## src/rtl/instruction_fetch_sequencer.sv

```systemverilog
// instruction_fetch_sequencer: owns the PC and fetches a 16-bit instruction as two bytes (low at PC, high at PC+1) into the IR.
// Define FETCH_ALIGN_CHECK_EN to refuse fetches from an odd PC and report them on the sticky Misaligned flag.
module instruction_fetch_sequencer #(
  parameter int ADDR_W = 16,
  parameter logic [ADDR_W-1:0] RESET_PC = '0
) (
  input  logic              Clock,
  input  logic              Reset,
  input  logic              FetchReq,
  input  logic              Stall,
  input  logic              PCLoad,
  input  logic [ADDR_W-1:0] PCIn,
  input  logic [7:0]        MemData,
  output logic [ADDR_W-1:0] MemAddr,
  output logic              MemRE,
  output logic [7:0]        IR_I,
  output logic              IR_Write,
  output logic              IR_LH,
  output logic              Busy,
  output logic              FetchDone,
  output logic [ADDR_W-1:0] PCOut
`ifdef FETCH_ALIGN_CHECK_EN
  , output logic            Misaligned
`endif
);
  typedef enum logic [1:0] {IDLE, FETCH_LO, FETCH_HI, DONE} state_t;
  localparam logic [ADDR_W-1:0] ONE = {{(ADDR_W-1){1'b0}}, 1'b1};
  state_t state_q, state_d;
  logic [ADDR_W-1:0] pc_q, pc_d;
  logic ready;
  always_comb begin
    ready = state_q == IDLE || state_q == DONE;
    pc_d = ready ? (PCLoad ? PCIn : pc_q) : (Stall ? pc_q : pc_q + ONE);
    state_d = ready ? (FetchReq ? FETCH_LO : IDLE)
            : Stall ? state_q
            : state_q == FETCH_LO ? FETCH_HI : DONE;
`ifdef FETCH_ALIGN_CHECK_EN
    if (ready && FetchReq && pc_d[0]) state_d = IDLE;
`endif
  end
  always_ff @(posedge Clock or negedge Reset)
    if (!Reset) begin
      state_q <= IDLE;
      pc_q <= RESET_PC;
    end else begin
      state_q <= state_d;
      pc_q <= pc_d;
    end
`ifdef FETCH_ALIGN_CHECK_EN
  logic misaligned_q, misaligned_d;
  always_comb
    misaligned_d = (ready && FetchReq && pc_d[0]) ? 1'b1 : (ready && PCLoad) ? 1'b0 : misaligned_q;
  always_ff @(posedge Clock or negedge Reset)
    if (!Reset) misaligned_q <= 1'b0;
    else misaligned_q <= misaligned_d;
  assign Misaligned = misaligned_q;
`endif
  assign MemAddr = pc_q;
  assign PCOut = pc_q;
  assign IR_I = MemData;
  assign MemRE = !ready;
  assign Busy = !ready;
  assign IR_Write = !ready && !Stall;
  assign IR_LH = state_q == FETCH_HI;
  assign FetchDone = state_q == DONE;
endmodule
```

## config.mk

```make
export PLATFORM = sky130hd
export DESIGN_NAME = instruction_fetch_sequencer
export DESIGN_NICKNAME = d
export VERILOG_FILES = /design/src/rtl/instruction_fetch_sequencer.sv
export SDC_FILE = /design/constraint.sdc
export NUM_CORES = 1
export LEC_CHECK = 0
export ABC_AREA = 1
export CAP_MARGIN = 20
export CORE_UTILIZATION = 40
export DETAILED_ROUTE_END_ITERATION = 16
export GPL_TIMING_DRIVEN = 0
export MAX_ROUTING_LAYER = met4
export PLACE_DENSITY = 0.86
export REMOVE_ABC_BUFFERS = 1
export SYNTH_ARGS = -nofsm -noshare
export SYNTH_HDL_FRONTEND = slang
export SYNTH_SLANG_ARGS = --single-unit
```

## constraint.sdc

```tcl
create_clock -name Clock -period 2.43 [get_ports Clock]
set_input_delay 0.243 -clock Clock [delete_from_list [all_inputs] [get_ports Clock]]
set_output_delay 0.243 -clock Clock [all_outputs]
set_load 0.005 [all_outputs]
```

## Word level (Yosys, flattened, before mapping)

Index checks and enable logic that the tools add are counted.

| word-level totals | value |
|---|---|
| register bits | 18 |
| bits in latches | 0 |
| bits in writable memories | 0 |
| ROM bits | 0 |
| input port bits | 29 |
| output and inout port bits | 45 |
| logic and storage cells | 21 |
| memories kept | 0 |

| operators by class | value |
|---|---|
| $add $sub $neg | 1 |
| $mul | 0 |
| divide/modulo/power cells | 0 |
| magnitude comparators | 0 |
| equality and inequality tests | 5 |
| shift operators | 0 |
| muxes and demuxes | 7 |
| bitwise logic cells | 0 |
| reduce and logical (&&, ||, !) cells | 6 |

Operators with widths:

| operator | count |
|---|---|
| 2-to-1 mux 16 bit | 3 |
| adder 16 x 1 -> 16 bit (second input constant) | 1 |
| == test 2 bit (second input constant) | 2 |
| 2-to-1 mux 2 bit | 2 |
| == test 2 x 1 -> 1 bit (second input constant) | 1 |
| logical NOT 1 bit | 2 |
| logical NOT 2 bit | 1 |
| 2-to-1 mux 1 bit | 2 |
| inequality test 2 x 1 -> 1 bit (second input constant) | 1 |
| inequality test 2 bit (second input constant) | 1 |
| AND reduction 2 bit | 1 |
| logical AND 1 bit | 1 |
| logical OR 1 bit | 1 |

## Depth between registers and ports, before layout

Gate-level depths: netlist of the first run.

| depth | value |
|---|---|
| depth in word-level cells | 4 |
| depth in mapped cells | 9 |
| depth with buffers taken out | 9 |

## Worst setup path before layout of the first run

OpenSTA, ideal clock, no wires.

| path | value |
|---|---|
| path kind | register to register |
| from | register state_q[0] |
| to | register pc_q[5], in the netlist MemAddr[5] |
| setup time | 0.117 ns |
| data arrival time | 1.374 ns |
| data required time | 2.313 ns |
| path slack | 0.939 ns |
| stages on the path, launching flop included | 10 |
| buffers on the path | 1 |
| period minus slack after synthesis | 1.491 ns |
| cell sequence | dfrtp_1 > inv_1 > ha_1 > nor2_2 > a21oi_2 > inv_2 > buf_4 > nand2_1 > o21ai_1 > inv_1 |

| between the ends | value |
|---|---|
| word-level cells in the longest chain between the ends | 4 |
| elaborated cells between the ends (all ways) | 7 |

Ends and longest elaborated chain:

| item | line | text |
|---|---|---|
| start, declared | 28 | `state_t state_q, state_d;` |
| start signal, assigned | 46 | `state_q <= state_d;` |
| == test 2 bit or logical NOT 2 bit (tied branches) | 32 | `ready = state_q == IDLE \|\| state_q == DONE;` |
| logical OR 1 bit * | 32 |  |
| inequality test 2 bit (no line) or inequality test 2 x 1 -> 1 bit (tied branches) | n/a |  |
| AND reduction 2 bit (no line) | n/a |  |
| end signal, assigned | 47 | `pc_q <= pc_d;` |
| end, declared | 29 | `logic [ADDR_W-1:0] pc_q, pc_d;` |

Mark *: on every way between the ends. The rest lies on a longest branch, timed or not.
A chain may end at the register's enable or synchronous reset.

## Final worst setup path of the first run

| path | value |
|---|---|
| from | register state_q[0] |
| to | output MemRE |

| between the ends | value |
|---|---|
| word-level cells in the longest chain between the ends | 3 |
| elaborated cells between the ends (all ways) | 4 |

Ends and longest elaborated chain:

| item | line | text |
|---|---|---|
| == test 2 bit or logical NOT 2 bit (tied branches) | 32 |  |
| logical OR 1 bit * | 32 |  |
| logical NOT 1 bit * | 61 | `assign MemRE = !ready;` |
| end, declared | 15 | `output logic MemRE,` |

Marks and branches as above.

==> metrics.csv, run 1 <==
stage,metric,value,unit
status,status,completed,
clocking,clock sink count,18,
clocking,Worst-path clk slew,0.10,ns
layout,post-route cell area,1886,sq um
sta,RSZ-0062 raised after global routing,no,
worst_setup_path,crit path DAT,2.07,ns
clocking,CTS tree,built,
die,Die H,61.80,microns
die,core area,3390,sq um
logic_synthesis,Syn Area/Cell,6.683,sq um
layout,area of the multi-input gates,694.4,sq um
worst_setup_path,crit path max fanout,20,
clocking,Clock Tree Root,clkbuf_4,
worst_setup_path,crit end category,primary output,
layout,Area Overhead vs Synth,31.85,%
clocking,CTS Buf Count,3,
detailed_routing,1st-iter DRT viols,32,
layout,share of cells above drive strength 1,4.898,%
detailed_routing,DR vias,1383,
sta,number of setup violations in the final report,0,
die,die area,3819,sq um
place,PortBufs,57,
layout,register area,450.4,sq um
min_path,Hold Crit Class,primary input to asynchronous set/reset pin,
global_routing,largest net degree at the start of global routing,22,
layout,Final #Nets,280,
global_routing,first-pass GRT wire length,5.402,mm
layout,Final Non-Filler Cells,291,
die,Die W,61.80,microns
layout,"most common cell after layout, fill and taps aside",clkdlybuf4s50_1,
sta,skew final,0.006393,ns
worst_setup_path,CP startpoint kind,register,
layout,fill count,317,
global_routing,initial antenna violation count,0,
sta,max frequency,432.5,MHz
sta,hold_ws,0.4200,ns
sta,Setup TNS Final,0,ns
job,max cap viols,0,
logic_synthesis,Post-Syn Area,1430,sq um
layout,n_diodes,0,
global_routing,gr usage total,20.02,%
place,HPWL after detailed placement,2.355,mm
die,Initial Util,42.19,%
sta,Slew @ Worst Pin,0.8317,ns
worst_setup_path,crit path kind,register to primary output,
sta,final hold vios,0,
layout,"Core Util, Final",55.63,%
worst_setup_path,Reg-to-Reg Start,state_q[0],
detailed_routing,met1 wire length,1.443,mm
sta,Max transition margin,44.38,%
detailed_routing,max layer used,met4,
power,Leakage,0.8510,nW
power,pwr dens,1401,nW/um^2
detailed_routing,TritonRoute pass-1 iters,4,
sta,Period minus WS final,2.312,ns
worst_setup_path,R2R Setup Slk,0.21,ns
clocking,htree depth,1,
global_routing,total gr overflow,0,
detailed_routing,Vias/cell,4.753,
worst_setup_path,CP startpoint,state_q[0],
place,dpl cell area,1833,sq um
die,FP Rows,21,
die,num ports,74,
detailed_routing,met2 WL,1.656,mm
detailed_routing,post-detailed-routing wire length,3.353,mm
clocking,Clock Path Buffers,2,
detailed_routing,DRC,0,
logic_synthesis,Syn Inst Count,214,
global_routing,number of global-route vias before repair,1220,
layout,most frequent cells in the layout,"57 x clkdlybuf4s50_1, 54 x nand2_1, 35 x nor2_1, 18 x dfrtp_1, 18 x inv_1",
sta,fin crit share,95.16,%
logic_synthesis,Yosys reg bits,18,
place,placed insts,286,
sta,Final Max Tran Viols,0,
clocking,cts hold-fix bufs,0,
clocking,later-pin clock latency in the skew report,0.29,ns
power,worst vdd ir,0.6162,mV
worst_setup_path,Crit path required time,2.19,ns
detailed_routing,Routed Antenna Nets,0,
logic_synthesis,Ys Warns,0,
detailed_routing,routed wl met3,228,microns
place,gpl congestion,0.8544,
detailed_routing,Avg WL per Cell,11.52,microns
logic_synthesis,synth unique cells,21,
logic_synthesis,register area share after synthesis,31.50,%
[synth_stat cells]
cell type,n,area (sq um)
nor2_2,1,6.260
a31oi_1,2,12.51
o21ai_0,8,40.04
nand4_1,2,12.51
nor2_4,1,11.26
nor2_1,35,131.4
nand3_2,1,10.01
buf_2,3,15.01
dfrtp_1,18,450.4
a21oi_1,7,35.03
xor2_1,2,17.52
a221oi_1,1,8.760
o21ai_1,10,50.05
nand2_1,54,202.7
buf_4,28,210.2
inv_1,18,67.56
inv_2,2,7.510
o22ai_1,2,12.51
ha_1,4,50.05
nand3_1,14,70.07
a21oi_2,1,8.760
[where the power goes]
| group | internal, mW | switching (mW) | leakage (nW) |
|---|---|---|---|
| clock network | 0.0576 | 0.0878 | 0.0138 |
| logic | 0.916 | 0.880 | 0.620 |
| registers | 0.460 | 0.239 | 0.217 |
| total | 1.43 | 1.21 | 0.851 |
[registers in the layout (all words and copies together), names as in the netlist]
name / count
MemAddr: 16
state_q: 2
[path summary, 6_finish.rpt]
check,end,cells past startpoint
worst max-delay path,MemRE,4
worst min-delay path,state_q[1],1
worst max register to register,MemAddr[3],8
worst min register to register,MemAddr[15],2
max in group asynchronous,MemAddr[13],1
min in group Clock,IR_I[0],0
[kinds of logic after synthesis]
group | Yosys count | synth area share [%]
and+or+nand+nor | 108 | 31.06
buffers and inverters | 51 | 21.00
AOI/OAI and AO/OA | 31 | 11.72
DFF | 18 | 31.50
adders and majority gates | 4 | 3.500
xor gates and xnor gates | 2 | 1.225
[worst max-delay path, stage by stage, from the launching register on]
cell and delay (ns):
dfrtp_1 0.41, inv_1 0.09, ha_2 0.38, inv_2 0.32, clkdlybuf4s50_1 0.57
[metrics by stage]
step	power (mW)	setup slack, ns
floorplan	1.563	0.3675
global placement	2.397	-0.1736
detailed placement	2.445	-0.2184
CTS	2.631	0.03119
global route	2.950	0.001691
finish	2.641	0.1176
[final cells by class]
class | count | share of cell area, %
flip-flops and latches | 18 | 23.89
repair buffers | 59 | 31.06
clock buffers | 3 | 1.194
well taps | 46 | 3.052
inverters | 20 | 3.981
multi-input cells | 145 | 36.83
[layer usage]
layer,up-vias,track usage (%)
li1,715,-
met1,607,23.47
met2,57,33.49
met3,4,4.762
met4,0,6.984
met5,-,-
[repair_timing]
| action | 4_1_cts | 5_1_grt |
|---|---|---|
| setup endpoints to repair | 10 | 1 |
| buffers inserted | 0 | 2 |
| gates resized for setup | 3 | 0 |
| hold endpoints to repair | 0 | 0 |
| pin swaps | 1 | 1 |
Note: power is estimated with default switching activity, not from simulation.
==> run 2, diff against run 1 <==
--- a/config.mk
+++ b/config.mk
@@ -11,7 +11,7 @@
 export DETAILED_ROUTE_END_ITERATION = 16
 export GPL_TIMING_DRIVEN = 0
 export MAX_ROUTING_LAYER = met4
-export PLACE_DENSITY = 0.86
+export PLACE_DENSITY = 0.81
 export REMOVE_ABC_BUFFERS = 1
 export SYNTH_ARGS = -nofsm -noshare
 export SYNTH_HDL_FRONTEND = slang
==> metrics.csv, run 2 (synthesis results as in run 1) <==
stage,metric,value,unit,change
status,status,completed,,
sta,Max transition margin,43.65,%,-0.73 points
global_routing,total gr overflow,0,,unchanged
place,gpl congestion,0.8127,,-4.9%
sta,skew final,0.01389,ns,+0.007501 ns
clocking,Worst-path clk slew,0.12,ns,+0.02 ns
power,pwr dens,1419,nW/um^2,+1.3%
die,Die H,61.80,microns,unchanged
layout,Final #Nets,280,,unchanged
layout,max FFs per register,16,,unchanged
die,num ports,74,,unchanged
clocking,cts hold-fix bufs,0,,unchanged
detailed_routing,DR vias,1416,,+2.4%
sta,fin crit share,95.24,%,about the same
layout,most frequent cells in the layout,"57 x clkdlybuf4s50_1, 54 x nand2_1, 35 x nor2_1, 18 x dfrtp_1, 18 x inv_1",,
sta,max frequency,432.1,MHz,about the same
sta,number of setup violations in the final report,0,,unchanged
place,placed insts,286,,unchanged
place,PortBufs,57,,unchanged
power,worst vdd ir,0.5196,mV,-16%
global_routing,first-pass GRT wire length,5.485,mm,+1.5%
sta,RSZ-0062 raised after global routing,no,,
sta,final hold vios,0,,unchanged
sta,Period minus WS final,2.314,ns,+0.001858 ns
clocking,later-pin clock latency in the skew report,0.30,ns,about the same
die,FP Rows,21,,unchanged
clocking,CTS tree,built,,
clocking,CTS Buf Count,3,,unchanged
global_routing,initial antenna violation count,0,,unchanged
worst_setup_path,Reg-to-Reg Start,state_q[0],,
layout,Final Non-Filler Cells,292,,+0.34%
clocking,clock sink count,18,,unchanged
die,Initial Util,42.19,%,unchanged
worst_setup_path,crit path max fanout,20,,unchanged
worst_setup_path,crit path kind,register to primary output,,
layout,"most common cell after layout, fill and taps aside",clkdlybuf4s50_1,,
worst_setup_path,r2r worst-path depth,7,,-1
detailed_routing,Routed Antenna Nets,0,,unchanged
job,max cap viols,0,,unchanged
detailed_routing,Vias/cell,4.849,,+2.0%
global_routing,gr usage total,19.86,%,-0.16 points
worst_setup_path,R2R Setup Slk,0.25,ns,+0.04 ns
worst_setup_path,Crit path required time,2.19,ns,about the same
layout,n_diodes,0,,unchanged
place,HPWL after detailed placement,2.468,mm,+4.8%
worst_setup_path,RR Endpoint,MemAddr[3],,
worst_setup_path,CP startpoint kind,register,,
worst_setup_path,crit end category,primary output,,
place,DP Worst Slack,-0.2537,ns,-0.03528 ns
detailed_routing,1st-iter DRT viols,51,,+59%
worst_setup_path,crit path DAT,2.07,ns,about the same
sta,Slew @ Worst Pin,0.8426,ns,+0.01094 ns
clocking,htree depth,1,,unchanged
sta,Final Max Tran Viols,0,,unchanged
clocking,Clock Path Buffers,2,,unchanged
global_routing,number of global-route vias before repair,1266,,+3.8%
layout,Area Overhead vs Synth,32.81,%,
min_path,Hold Crit Class,primary input to asynchronous set/reset pin,,
die,die area,3819,sq um,unchanged
layout,share of cells above drive strength 1,5.285,%,+0.39 points
die,core area,3390,sq um,unchanged
detailed_routing,post-detailed-routing wire length,3.431,mm,+2.3%
detailed_routing,Avg WL per Cell,11.75,microns,+2.0%
power,Leakage,0.8582,nW,+0.84%
sta,setup ws final,0.1157,ns,-0.001858 ns
sta,hold_ws,0.4083,ns,-0.01173 ns
detailed_routing,TritonRoute pass-1 iters,7,,+3
global_routing,largest net degree at the start of global routing,22,,unchanged
detailed_routing,DRC,0,,unchanged
clocking,Clock Tree Root,clkbuf_4,,
die,Die W,61.80,microns,unchanged
## run 2: cell types whose count changed in the layout (fill, tap and decap cells not counted), sizes merged
| cell | change |
|---|---|
| clkbuf | +1 |
## run 2: metrics by stage
| step | utilization (%) | TNS [ns] | cell area (sq um) | power, mW |
|---|---|---|---|---|
| 2_1_floorplan | - | 0 | 1205 | 1.563 |
| 3_3_place_gp | 54.08 | -1.219 | 1833 | 2.406 |
| 3_5_place_dp | 54.08 | -1.447 | 1833 | 2.452 |
| 4_1_cts | 55.59 | 0 | 1884 | 2.676 |
| 5_1_grt | 56.04 | 0 | 1899 | 2.993 |
| 6_report | 56.04 | 0 | 1899 | 2.695 |
## run 2: routing by layer
layer | vias up | part of all wire [%] | GRT usage [%] | wire [microns]
li1 | 720 | - | - | -
met1 | 631 | 45 | 24.32 | 1554
met2 | 63 | 48 | 32.87 | 1646
met3 | 2 | 6.3 | 4.348 | 216
met4 | 0 | 0.38 | 5.714 | 13
met5 | - | 0 | - | 0
## run 2: cell type report
| cell class | instances | area, sq um |
|---|---|---|
| fill | 326 | 1490 |
| inverter | 20 | 75.07 |
| clock buffer | 4 | 36.28 |
| sequential | 18 | 450.4 |
| timing repair buffer | 59 | 585.6 |
| multi-input combinational | 145 | 694.4 |
| tap | 46 | 57.56 |
## run 2: critical path, cell delays in order (launching register included)
cell	delay [ns]
dfrtp_1	0.41
inv_1	0.09
ha_2	0.38
inv_2	0.33
clkdlybuf4s50_1	0.57
## run 2: power breakdown
group	total [mW]	switching [mW]	internal [mW]	leakage, nW
clock network	0.192	0.100	0.0914	0.0210
logic	1.81	0.893	0.916	0.620
registers	0.694	0.234	0.460	0.217
total	2.70	1.23	1.47	0.858
## run 2: how the worst max path moves through the flow
stage / to / from / slack (ns) / cells after the start
floorplan: MemAddr[3] / state_q[0] / 0.37 / 7
global placement: MemAddr[3] / state_q[0] / -0.20 / 7
detailed placement: MemAddr[3] / state_q[0] / -0.25 / 7
CTS: IR_Write / state_q[0] / 0.05 / 4
global route: MemRE / state_q[0] / 0.04 / 4
finish: Busy / state_q[0] / 0.12 / 4
## run 2: timing repair
| item | in CTS | in global routing |
|---|---|---|
| pin swaps | 1 | 1 |
| setup buffers | 0 | 2 |
| resized for setup | 3 | 0 |
| setup endpoints to repair | 10 | 1 |
==> run 3, diff against run 2 <==
--- a/config.mk
+++ b/config.mk
@@ -7,6 +7,7 @@
 export LEC_CHECK = 0
 export ABC_AREA = 1
 export CAP_MARGIN = 20
+export CORE_MARGIN = 1
 export CORE_UTILIZATION = 40
 export DETAILED_ROUTE_END_ITERATION = 16
 export GPL_TIMING_DRIVEN = 0
==> constraint.sdc (replaced) <==
create_clock -name Clock -period 2.3 [get_ports Clock]
set_input_delay 0.23 -clock Clock [delete_from_list [all_inputs] [get_ports Clock]]
set_output_delay 0.23 -clock Clock [all_outputs]
set_load 0.005 [all_outputs]
==> metrics.csv, run 3 (synthesis results as in run 1) <==
stage,metric,value,unit,change
layout,most frequent cells in the layout,"57 x clkdlybuf4s50_1, 54 x nand2_1, 35 x nor2_1, 18 x dfrtp_1, 18 x inv_1",,
global_routing,initial antenna violation count,0,,unchanged
clocking,clock sink count,18,,unchanged
detailed_routing,1st-iter DRT viols,62,,+22%
worst_setup_path,crit path kind,register to primary output,,
detailed_routing,Avg WL per Cell,12.01,microns,+2.2%
global_routing,number of global-route vias before repair,1274,,+0.63%
power,Overall Power,2.887,mW,+7.1%
place,HPWL after detailed placement,2.468,mm,unchanged
clocking,CTS Buf Count,3,,unchanged
sta,Max transition margin,44.31,%,+0.66 points
clocking,Clock Tree Root,clkbuf_4,,
worst_setup_path,RR Endpoint,MemAddr[3],,
power,Leakage,0.8602,nW,+0.23%
power,share of power burned in registers,25.4,%,-0.4 points
power,sw power,1.328,mW,+8.1%
die,die area,3819,sq um,unchanged
min_path,Hold Crit Class,primary input to asynchronous set/reset pin,,
power,pwr dens,1511,nW/um^2,+6.5%
place,PortBufs,57,,unchanged
die,Die H,61.80,microns,unchanged
sta,RSZ-0062 raised after global routing,no,,
sta,final hold vios,0,,unchanged
layout,max FFs per register,16,,unchanged
sta,max frequency,456.2,MHz,
layout,share of cells above drive strength 1,5.668,%,+0.38 points
layout,Area Overhead vs Synth,33.60,%,
die,num ports,74,,unchanged
global_routing,gr usage total,20.08,%,+0.22 points
worst_setup_path,crit path max fanout,20,,unchanged
die,core area,3390,sq um,unchanged
sta,Period minus WS final,2.192,ns,
global_routing,first-pass GRT wire length,5.540,mm,+1.0%
place,placed insts,286,,unchanged
worst_setup_path,worst stage delay on the critical path,0.54,ns,-0.03 ns
layout,"most common cell after layout, fill and taps aside",clkdlybuf4s50_1,,
sta,Final Max Tran Viols,0,,unchanged
worst_setup_path,crit path DAT,1.96,ns,-0.11 ns
layout,Final Non-Filler Cells,293,,+0.34%
detailed_routing,Vias/cell,4.860,,+0.22%
worst_setup_path,Crit path required time,2.07,ns,-0.12 ns
detailed_routing,DR vias,1424,,+0.56%
power,Comb pwr share,67.7,%,+0.6 points
sta,Setup TNS Final,0,ns,unchanged
die,Die W,61.80,microns,unchanged
status,status,completed,,
sta,fin crit share,95.30,%,
clocking,cts hold-fix bufs,0,,unchanged
clocking,later-pin clock latency in the skew report,0.30,ns,about the same
place,gpl congestion,0.8127,,unchanged
worst_setup_path,CP startpoint,state_q[0],,
detailed_routing,Routed Antenna Nets,0,,unchanged
worst_setup_path,critical path's slowest cell,clkdlybuf4s50_1,,
layout,fill count,320,,-1.8%
power,internal power,1.559,mW,+6.2%
sta,skew final,0.01708,ns,+0.003182 ns
sta,Slew @ Worst Pin,0.8327,ns,-0.009861 ns
global_routing,largest net degree at the start of global routing,22,,unchanged
detailed_routing,TritonRoute pass-1 iters,7,,unchanged
clocking,Worst-path clk slew,0.12,ns,about the same
power,Sw Share,45.99,%,+0.44 points
worst_setup_path,worst path cell trace,inv_1 > ha_2 > inv_4 > clkdlybuf4s50_1,,
detailed_routing,post-detailed-routing wire length,3.518,mm,+2.5%
layout,n_diodes,0,,unchanged
global_routing,total gr overflow,0,,unchanged
clocking,Clock Path Buffers,2,,unchanged
worst_setup_path,Reg-to-Reg Start,state_q[0],,
die,FP Rows,21,,unchanged
power,clock share of power,6.9,%,-0.2 points
clocking,CTS tree,built,,
worst_setup_path,r2r worst-path depth,8,,+1
layout,Final #Nets,281,,+0.36%
die,Initial Util,42.19,%,unchanged
job,max cap viols,0,,unchanged
worst_setup_path,R2R Setup Slk,0.19,ns,-0.06 ns
clocking,htree depth,1,,unchanged
power,worst vdd ir,0.5740,mV,+10%
worst_setup_path,crit end category,primary output,,
worst_setup_path,CP startpoint kind,register,,
detailed_routing,DRC,0,,unchanged
sta,number of setup violations in the final report,0,,unchanged
## run 3: changes by cell type in the layout (fill, tap and decap cells not counted)
cell / delta
a21oi_2: +1
inv_2: -1
inv_4: +1
## run 3: worst max-delay path by stage
stage | slack [ns] | to | depth (start not counted)
detailed placement | -0.38 | MemAddr[3] | 7
floorplan | 0.24 | MemAddr[3] | 7
global placement | -0.33 | MemAddr[3] | 7
finish | 0.11 | Busy | 4
global route | 0.03 | MemRE | 4
CTS | 0.06 | MemAddr[3] | 8
## run 3: power groups by stage
stage | clock network, mW | registers, mW | logic (mW)
floorplan | 0 | 0.728 | 0.924
global placement | 0 | 0.729 | 1.81
detailed placement | 0 | 0.739 | 1.85
CTS | 0.201 | 0.733 | 1.93
global route | 0.218 | 0.768 | 2.22
finish | 0.200 | 0.734 | 1.95
## run 3: area by class of cell
type | instances | area (sq um) | share of cell area [%]
clock buffers | 4 | 36.28 | 1.899
inverters | 20 | 77.57 | 4.060
multi-input cells | 146 | 703.2 | 36.80
flip-flops and latches | 18 | 450.4 | 23.58
well taps | 46 | 57.56 | 3.012
repair buffers | 59 | 585.6 | 30.65
## run 3: critical path: cells and delay by family, from the launching register on
| kind | cells | cell delay [ns] |
|---|---|---|
| buffers and inverters | 3 | 0.87 |
| DFF | 1 | 0.41 |
| adders and majority gates | 1 | 0.39 |
## run 3: through the flow
step / utilization [%] / setup WS, ns / cell area, sq um / hold slack [ns]
2_1_floorplan: - / 0.2375 / 1205 / -0.06559
3_3_place_gp: 54.08 / -0.3254 / 1833 / 0.4601
3_5_place_dp: 54.08 / -0.3837 / 1833 / 0.4601
4_1_cts: 56.11 / 0.05882 / 1902 / 0.4267
5_1_grt: 56.37 / 0.02547 / 1911 / 0.4457
6_report: 56.37 / 0.1080 / 1911 / 0.3926
## run 3: metal layers
layer | GRT usage, % | vias up | wire length, microns
li1 | - | 722 | -
met1 | 24.58 | 628 | 1548
met2 | 33.33 | 70 | 1694
met3 | 4.348 | 4 | 251
met4 | 5.714 | 0 | 23
met5 | - | - | 0
## run 3: repair_timing
action,in CTS,in global routing
buffers inserted,2,0
resized for setup,4,0
gates cloned,0,1
pin swaps,1,0
setup endpoints to repair,19,8
